## config.mk

```make
export PLATFORM = sky130hd
export DESIGN_NAME = vga_timing_gen
export DESIGN_NICKNAME = d
export VERILOG_FILES = /design/src/rtl/vga_timing_pkg.sv /design/src/rtl/vga_axis_counter.sv /design/src/rtl/vga_timing_gen.sv
export SDC_FILE = /design/constraint.sdc
export NUM_CORES = 1
export LEC_CHECK = 0
export ABC_AREA = 1
export CORE_MARGIN = 2
export CORE_UTILIZATION = 46
export DETAILED_ROUTE_END_ITERATION = 7
export PLACE_DENSITY_LB_ADDON = 0.05
export SETUP_SLACK_MARGIN = 0.3
export SLEW_MARGIN = 25
export SYNTH_ARGS = -nofsm -noshare
export SYNTH_HDL_FRONTEND = slang
export SYNTH_HIERARCHICAL = 1
export SYNTH_SLANG_ARGS = --single-unit
```

## constraint.sdc

```tcl
create_clock -name clk_pixel -period 2.1 [get_ports clk_pixel]
set_input_delay 0.21 -clock clk_pixel [delete_from_list [all_inputs] [get_ports clk_pixel]]
set_output_delay 0.21 -clock clk_pixel [all_outputs]
set_load 0.01 [all_outputs]
```

## src/rtl/vga_timing_pkg.sv

```systemverilog
// Shared timing definitions for the raster generator: video mode
// parameter sets and a counter-width helper used for geometry checks.
package vga_timing_pkg;

  // One complete video mode. Horizontal fields are in pixel clocks,
  // vertical fields are in lines. A polarity of 1 means the sync
  // pulse is driven high.
  typedef struct packed {
    int unsigned h_active;
    int unsigned h_fp;
    int unsigned h_sync;
    int unsigned h_bp;
    int unsigned v_active;
    int unsigned v_fp;
    int unsigned v_sync;
    int unsigned v_bp;
    logic        h_pol;
    logic        v_pol;
    int unsigned pixel_khz;
  } vga_mode_t;

  // 800x600 @ 60 Hz, 1056x628 total, 40 MHz pixel clock.
  localparam vga_mode_t SVGA_800x600_60 = '{
    h_active : 800, h_fp : 40, h_sync : 128, h_bp : 88,
    v_active : 600, v_fp : 1,  v_sync : 4,   v_bp : 23,
    h_pol    : 1'b1, v_pol : 1'b1,
    pixel_khz: 40000
  };

  // 640x480 @ 60 Hz, 800x525 total, 25.175 MHz pixel clock.
  localparam vga_mode_t VGA_640x480_60 = '{
    h_active : 640, h_fp : 16, h_sync : 96, h_bp : 48,
    v_active : 480, v_fp : 10, v_sync : 2,  v_bp : 33,
    h_pol    : 1'b0, v_pol : 1'b0,
    pixel_khz: 25175
  };

  // Smallest width (at least 1) whose range 0..2**w-1 holds n distinct
  // values, i.e. the counter width needed to count 0..n-1.
  function automatic int cnt_width(input int n);
    int w;
    w = 1;
    while ((w < 31) && ((1 << w) < n)) begin
      w++;
    end
    return w;
  endfunction

endpackage

```

## src/rtl/vga_axis_counter.sv

```systemverilog
// One raster axis: a wrapping position counter with step enable, plus
// region decode of the position it will hold after the coming edge.
// Decoding the next position lets the parent register its outputs in
// the same edge as the counter, so nothing lags the coordinates.
module vga_axis_counter
  import vga_timing_pkg::*;
#(
  parameter int ACTIVE = 800,
  parameter int FP     = 40,
  parameter int SYNC   = 128,
  parameter int BP     = 88,
  parameter int CW     = 11
) (
  input  logic          clk,
  input  logic          rst_n,
  input  logic          step,
  output logic [CW-1:0] count,
  output logic [CW-1:0] count_nxt,
  output logic          wrap,
  output logic          blank_nxt,
  output logic          sync_nxt
);

  localparam int TOTAL = ACTIVE + FP + SYNC + BP;

  // Every region must exist and the whole line/frame must fit the counter.
  if ((ACTIVE <= 0) || (FP <= 0) || (SYNC <= 0) || (BP <= 0)) begin : g_bad_region
    $error("vga_axis_counter: every region (ACTIVE, FP, SYNC, BP) must be non-zero");
  end
  if (cnt_width(TOTAL) > CW) begin : g_bad_width
    $error("vga_axis_counter: TOTAL exceeds 2**CW");
  end

  // Region boundaries. SYNC_END is exclusive; it is below TOTAL because
  // the back porch is at least one step, so it always fits in CW bits.
  localparam logic [CW-1:0] LAST       = CW'(TOTAL - 1);
  localparam logic [CW-1:0] ACTIVE_END = CW'(ACTIVE);
  localparam logic [CW-1:0] SYNC_START = CW'(ACTIVE + FP);
  localparam logic [CW-1:0] SYNC_END   = CW'(ACTIVE + FP + SYNC);

  // Wrap fires only on a real step out of the last position.
  assign wrap = step && (count == LAST);

  // Next position and the regions it falls in.
  always_comb begin
    // NOTE: every always_comb output gets a default first so no path
    // leaves it unassigned; that is what keeps a latch from being inferred.
    count_nxt = count;
    if (step) begin
      count_nxt = wrap ? '0 : count + CW'(1);
    end
    blank_nxt = (count_nxt >= ACTIVE_END);
    sync_nxt  = (count_nxt >= SYNC_START) && (count_nxt < SYNC_END);
  end

  // Position register; resets to the last position so the first step
  // after reset lands on 0.
  always_ff @(posedge clk or negedge rst_n) begin
    // NOTE: sequential state uses non-blocking assignment so every
    // flop samples pre-edge values regardless of block ordering.
    if (!rst_n) begin
      count <= LAST;
    end else begin
      count <= count_nxt;
    end
  end

endmodule

```

## src/rtl/vga_timing_gen.sv

```systemverilog
// Parametrised raster timing generator in the pixel-clock domain.
// Produces sync, blanking, data-enable, coordinates, a frame-start
// strobe and a programmable line-compare strobe, all registered and
// aligned to the same edge as the coordinates.
module vga_timing_gen
  import vga_timing_pkg::*;
#(
  parameter int   H_ACTIVE = SVGA_800x600_60.h_active,
  parameter int   H_FP     = SVGA_800x600_60.h_fp,
  parameter int   H_SYNC   = SVGA_800x600_60.h_sync,
  parameter int   H_BP     = SVGA_800x600_60.h_bp,
  parameter int   V_ACTIVE = SVGA_800x600_60.v_active,
  parameter int   V_FP     = SVGA_800x600_60.v_fp,
  parameter int   V_SYNC   = SVGA_800x600_60.v_sync,
  parameter int   V_BP     = SVGA_800x600_60.v_bp,
  parameter logic H_POL    = SVGA_800x600_60.h_pol,
  parameter logic V_POL    = SVGA_800x600_60.v_pol,
  parameter int   CW       = 11
) (
  input  logic          clk_pixel,
  input  logic          rst_n,
  input  logic          en,
  input  logic [CW-1:0] line_cmp,
  output logic          hsync,
  output logic          vsync,
  output logic          hblank,
  output logic          vblank,
  output logic          de,
  output logic [CW-1:0] x,
  output logic [CW-1:0] y,
  output logic          frame_start,
  output logic          line_match
);

  logic          h_wrap;
  logic          h_blank_nxt;
  logic          h_sync_nxt;
  logic [CW-1:0] h_nxt_unused;
  logic          v_wrap;
  logic          v_blank_nxt;
  logic          v_sync_nxt;
  logic [CW-1:0] v_nxt;

  // Horizontal axis steps on every enabled clock.
  vga_axis_counter #(
    .ACTIVE (H_ACTIVE),
    .FP     (H_FP),
    .SYNC   (H_SYNC),
    .BP     (H_BP),
    .CW     (CW)
  ) u_h (
    .clk       (clk_pixel),
    .rst_n     (rst_n),
    .step      (en),
    .count     (x),
    .count_nxt (h_nxt_unused),
    .wrap      (h_wrap),
    .blank_nxt (h_blank_nxt),
    .sync_nxt  (h_sync_nxt)
  );

  // Vertical axis steps only when the line wraps, so vsync can only
  // change at x==0 boundaries.
  vga_axis_counter #(
    .ACTIVE (V_ACTIVE),
    .FP     (V_FP),
    .SYNC   (V_SYNC),
    .BP     (V_BP),
    .CW     (CW)
  ) u_v (
    .clk       (clk_pixel),
    .rst_n     (rst_n),
    .step      (h_wrap),
    .count     (y),
    .count_nxt (v_nxt),
    .wrap      (v_wrap),
    .blank_nxt (v_blank_nxt),
    .sync_nxt  (v_sync_nxt)
  );

  // Output levels and strobes, registered from the next position so they
  // change on the same edge as x/y. With en low the next position equals
  // the current one, so levels hold and both wraps (hence strobes) are 0.
  always_ff @(posedge clk_pixel or negedge rst_n) begin
    if (!rst_n) begin
      hsync       <= ~H_POL;
      vsync       <= ~V_POL;
      hblank      <= 1'b1;
      vblank      <= 1'b1;
      de          <= 1'b0;
      frame_start <= 1'b0;
      line_match  <= 1'b0;
    end else begin
      hsync       <= h_sync_nxt ? H_POL : ~H_POL;
      vsync       <= v_sync_nxt ? V_POL : ~V_POL;
      hblank      <= h_blank_nxt;
      vblank      <= v_blank_nxt;
      de          <= ~h_blank_nxt & ~v_blank_nxt;
      frame_start <= h_wrap & v_wrap;
      // v_nxt never exceeds V_TOTAL-1, so out-of-range compares never hit.
      line_match  <= h_wrap & (v_nxt == line_cmp);
    end
  end

endmodule

```

==> results of run 1 <==
state kept, by name, summed over array words and instances (netlist names):
register	cells
vblank	1
vsync	1
de	1
line_match	1
u_h/count	11
hsync	1
hblank	1
frame_start	1
u_v/count	11
power by group through the flow:
stage	combinational, uW	sequential [uW]	clock, uW
2_1_floorplan	432	868	0
4_1_cts	1040	752	476
3_5_place_dp	1030	762	0
5_1_grt	1160	762	498
3_3_place_gp	1010	755	0
6_report	1040	749	465
layer usage:
metal | part of all wire (%) | vias to the layer above
met5 | 0 | -
met3 | 5.2 | 12
li1 | - | 981
met2 | 53 | 66
met4 | 2.3 | 0
met1 | 40 | 903
worst max-delay path: stages (launching register included):
cell and delay (ns):
dfstp_2 0.56, ha_4 0.15, nand2_4 0.05, nor2_4 0.11
nand3_4 0.10, clkinv_4 0.09, nand2_1 0.10, nor2_2 0.18
nand3_4 0.16, nand2_2 0.12, nor2_4 0.05, xor2_1 0.16
nor2_1 0.15, nand3_1 0.12, nor2_2 0.11
kinds of logic after synthesis:
| logic type | count (synthesis) | synth area share, % |
|---|---|---|
| simple gates | 164 | 41.6 |
| buf+inv | 58 | 11.4 |
| flops | 29 | 38.5 |
| xor+xnor | 11 | 4.99 |
| compound gates | 8 | 2.27 |
| fa+ha+maj | 2 | 1.30 |
final cells by class:
cell class,count,area (sq um)
tap,50,62.6
inverter,58,225
multi-input combinational,185,1120
fill,315,1070
timing repair buffer,79,721
clock inverter,3,17.5
clock buffer,5,68.8
sequential,29,743
cells in the mapped netlist (4+ instances only):
cell type and instances:
nand2_2 10, nor2_4 4, nand3_2 5, nor2_1 22, dfstp_2 14, inv_1 53, nand2_1 82, o21ai_0 4
nand3_1 22, nor2_2 12, xnor2_1 6, dfrtp_1 15, xor2_1 5
worst min path at each step:
stage	endpoint	start	cells past startpoint
6_report	u_v/count[2]	rst_n	2
5_1_grt	u_v/count[2]	rst_n	2
4_1_cts	u_v/count[2]	rst_n	2
3_5_place_dp	u_v/count[0]	u_v/count[0]	2
3_3_place_gp	u_v/count[0]	u_v/count[0]	2
2_1_floorplan	de	rst_n	0
timing repair:
item,4_1_cts,5_1_grt
buffers inserted,8,3
hold endpoints to repair,0,0
pin swaps,20,7
gates resized for setup,23,18
endpoints found under the setup margin,8,17
stage by stage:
stage	power [uW]	utilization (%)	std cells
detailed placement	1790	65.8	390
global placement	1770	65.8	390
global route	2420	73.4	409
finish	2250	73.4	409
CTS	2270	71.4	406
floorplan	1300	-	272
==> flow_summary.yaml, run 1 <==
outcome:
  run_status: "finished with violations"
  violations: "setup timing"
clocking:
  numClockSinks: 29
  htreeDepth: 2
  cts_buffers: 5
  cts-root-buf: "clkbuf_8"
  cts_tree: "built"
  cts_hold_buf: 0
  cts.path.max_buffers: 2
  clock_latency_ns: 0.29
  clk_pin_slew_ns: 0.07
pwr:
  ir_worst_vdd_mv: 0.398
  p_switching_uw: 831
  leakage_uw: 0.00147
  seq_power_share_pct: 33.3
  clkPwrFrac_pct: 20.7
  p_int_uw: 1420
  p_comb_share_pct: 46.1
  p_sw_share_pct: 36.9
  p_per_area_mw_per_mm2: 762
global_route:
  grt_max_degree: 30
  antenna_found_initial: 0
  grt_usage_pct: 23.2
  busiest_layer: "met2"
  use_met2_pct: 40.5
  grtUsageMet1_pct: 27.1
  first_global_vias: 1721
  grt_pass1_wl_um: 7860
  grt-ovfl-total: 0
  use_met3_pct: 5.19
logic_synthesis:
  ys.flop_type: "dfrtp_1"
  synth_area_leaders: "dfrtp_1 19%, dfstp_2 19%, nand2_1 16%"
  ys_seq_area_share_pct: 38.5
  synth.ff_latch_count: 29
  synthArstFlopShare_pct: 100
  synth_edf_count: 0
  synth_top_area_share_pct: 19.4
  ys_warn_count: 6
  avgSynthCellArea_sq_um: 7.10
  netlist_area_sq_mm: 0.00193
  synth_top_area_cell: "dfrtp_1"
  syn_inst: 272
  synth.distinct_cells: 26
  synth_nets: 288
worst_setup_path:
  crit_fanout: 8
  startpoint_type: "flip-flop"
  crit_path_start: "u_h/count[0]"
  reg2reg_slack_ns: -0.18
  endpoint: "line_match"
  crit_type: "flip-flop to flip-flop"
  worst-r2r-cell-count: 14
  arrival_ns: 2.50
  timing.rr.end: "line_match"
  crit_required_ns: 2.33
  reg2reg_from: "u_h/count[0]"
  critPathCaptureType: "flip-flop"
die:
  dieArea_sq_mm: 0.00473
  initial_core_util_pct: 48.0
  rows: 23
  die_y_um: 68.8
  boundaryPins: 43
  core-area_sq_mm: 0.00403
  die_w_um: 68.8
route:
  wirelength_um: 5180
  drcViolationCount: 0
  dr.pass1.iters: 4
  detail_route.wl_per_cell_um: 12.7
  ant_nets: 0
  drt_iter0_drc: 103
  routed_via_density: 4.80
  vias: 1962
min_path:
  hold_path.class: "input port to asynchronous set/reset pin"
cells_and_area:
  nets: 374
  drive_above_1_share_pct: 37.0
  syn_to_final_growth_pct: 53.0
  fin_area_sq_mm: 0.00296
  diodes: 0
  mostFrequentLayoutCells: "71 x nand2_1, 45 x inv_1, 42 x clkdlybuf4s50_1, 31 x buf_4, 18 x nand2_2"
  final_common_cell: "nand2_1"
place:
  gp_congestion: 0.888
  pre_cts_ws_ns: -0.211
  placed_cell_area_sq_mm: 0.00265
  port_buffers: 42
  hpwl_um: 3650
timing:
  layout_min_cycle_time_ns: 2.28
  finClkSkew_ns: 0.00499
  drv_slew: 0
  fmax_ghz: 0.439
  tns_ns: -0.381
  worst_pin_slew_ns: 0.372
  worst_hold_slack_ns: 0.311
  rsz0062_at_grt: "true"
  worst_slack_ns: -0.176
  finalSetupViolCount: 4
  fin_crit_sh_pct: 108
  relSlewSlack_pct: 75.2
  final-hold-violation-count: 0
job:
  maxCapViolations: 0
No activity file was read; power rests on OpenSTA's default activity.
==> inputs of run 2 (changes only) <==
Settings changed: CORE_MARGIN 2 to 5, CORE_UTILIZATION 46 to 47.
Clock period 2.1 ns to 2.4 ns, I/O delays scaled along.
==> flow_summary.yaml, run 2 (synthesized netlist as in run 1, its figures left out) <==
worst_setup_path:
  critPathCaptureType: "flip-flop"
  crit_slowest_cell: "dfstp_2"
  crit_buf_inv: 1
  crit_fanout: 7
  arrival_ns: 2.41
  startpoint_type: "flip-flop"
  crit_required_ns: 2.60
  crit_type: "flip-flop to flip-flop"
  slowest_delay_ns: 0.55
  path_cells: "ha_4, nand2_4, nor2_4, nand3_4, inv_8, nand2_4, nor2_4, nand3_1, nand2_2, nand2_2, nor2_1, nand2_1, a21oi_2, nand2_1, nor2_1"
  critical-path-top-delay-family: "simple AND/OR/NAND/NOR gates"
die:
  boundaryPins: 43
  die_w_um: 74.1
  dieArea_sq_mm: 0.00549
  initial_core_util_pct: 48.3
  die_y_um: 74.1
  rows: 23
  core-area_sq_mm: 0.00400
route:
  ant_nets: 0
  drcViolationCount: 0
  dr.pass1.iters: 4
  wirelength_um: 4600
  vias: 1820
  detail_route.wl_per_cell_um: 12.0
  routed_via_density: 4.75
  drt_iter0_drc: 69
cells_and_area:
  drive_above_1_share_pct: 26.4
  syn_to_final_growth_pct: 38.5
  final_cells: 383
  mostFrequentLayoutCells: "75 x nand2_1, 50 x inv_1, 42 x clkdlybuf4s50_1, 21 x nand3_1, 18 x nor2_1"
  nets: 348
  nFillCells: 363
  final_common_cell: "nand2_1"
  largestRegisters: "u_h/count: 11 flops, u_v/count: 11 flops"
  diodes: 0
clocking:
  htreeDepth: 2
  cts_buffers: 5
  clk_pin_slew_ns: 0.06
  numClockSinks: 29
  cts.path.max_buffers: 2
  cts_tree: "built"
  cts_hold_buf: 0
  clock_latency_ns: 0.27
  cts-root-buf: "clkbuf_8"
global_route:
  antenna_found_initial: 0
  grt_max_degree: 30
  use_met2_pct: 31.3
  use_met3_pct: 4.46
  grt-ovfl-total: 0
  grtUsageMet1_pct: 21.7
  grt_usage_pct: 18.4
  grt_pass1_wl_um: 7660
  busiest_layer: "met2"
  first_global_vias: 1758
min_path:
  hold_path.class: "input port to asynchronous set/reset pin"
place:
  gp_congestion: 0.857
  pre_cts_ws_ns: 0.0276
  dp.cells: 367
  port_buffers: 42
  hpwl_um: 3560
pwr:
  leakage_uw: 0.00135
  p_per_area_mw_per_mm2: 686
  ir_worst_vdd_mv: 0.250
timing:
  relSlewSlack_pct: 74.6
  worst_slack_ns: 0.183
  fmax_ghz: 0.451
  layout_min_cycle_time_ns: 2.22
  rsz0062_at_grt: "true"
  final-hold-violation-count: 0
  fin_crit_sh_pct: 92.4
  finalSetupViolCount: 0
  drv_slew: 0
  finClkSkew_ns: 0.00397
  worst_pin_slew_ns: 0.381
job:
  maxCapViolations: 0
outcome:
  run_status: "completed"
run 2: cell types whose count changed in the layout (fill, tap and decap cells not counted), sizes merged:
cell and delta:
buf -26, clkbuf +3, clkinv -3, clkinvlp -1
inv +1
run 2: stage by stage:
| step | util, % | total power [uW] | setup TNS [ns] | cell area, sq um | hold slack (ns) |
|---|---|---|---|---|---|
| after floorplan | - | 1130 | 0 | 1960 | -0.0556 |
| after global placement | 61.7 | 1410 | 0 | 2470 | 0.505 |
| after detailed placement | 61.7 | 1420 | 0 | 2470 | 0.522 |
| after CTS | 66.2 | 1860 | 0 | 2650 | 0.359 |
| after global routing | 66.9 | 1980 | -0.00270 | 2680 | 0.387 |
| final | 66.9 | 1830 | 0 | 2680 | 0.351 |
run 2: power by group:
| group | switching [uW] | total, uW | internal, uW |
|---|---|---|---|
| clock network | 171 | 404 | 233 |
| logic | 386 | 714 | 328 |
| registers | 103 | 717 | 613 |
| total | 660 | 1830 | 1170 |
run 2: timing repair:
action	4_1_cts	5_1_grt
setup endpoints to repair	4	4
buffers inserted	5	3
pin swaps	14	7
gates resized for setup	14	5
hold endpoints to repair	0	0
run 2: worst reg2reg max path, delay by kind of cell, from the launching register on:
family,cells,cell delay (ns)
DFF,1,0.55
buffers and inverters,1,0.11
and+or+nand+nor,12,1.16
AOI/OAI and AO/OA,1,0.16
adders and majority gates,1,0.15
run 2: per-layer routing:
| layer | up-vias | share of wire, % |
|---|---|---|
| li1 | 932 | - |
| met1 | 827 | 41 |
| met2 | 48 | 51 |
| met3 | 13 | 5.2 |
| met4 | 0 | 2.8 |
| met5 | - | 0 |
run 2: final timing paths:
check	cells after the start	slack [ns]	end	from
setup reg to reg	15	0.18	vsync	u_h/count[1]
max in group asynchronous	2	1.73	u_v/count[9]	rst_n
hold / removal	2	0.35	u_v/count[2]	rst_n
hold reg to reg	2	0.57	u_v/count[0]	u_v/count[0]
setup / recovery	15	0.18	vsync	u_h/count[1]
min in group clk_pixel	2	0.57	u_v/count[0]	u_v/count[0]
run 2: cell type report:
type	count	area, sq um	area share [%]
multi-input cells	185	1050	39.2
flip-flops and latches	29	743	27.8
well taps	50	62.6	2.34
inverters	58	228	8.51
clock buffers	8	90.1	3.37
repair buffers	53	503	18.8
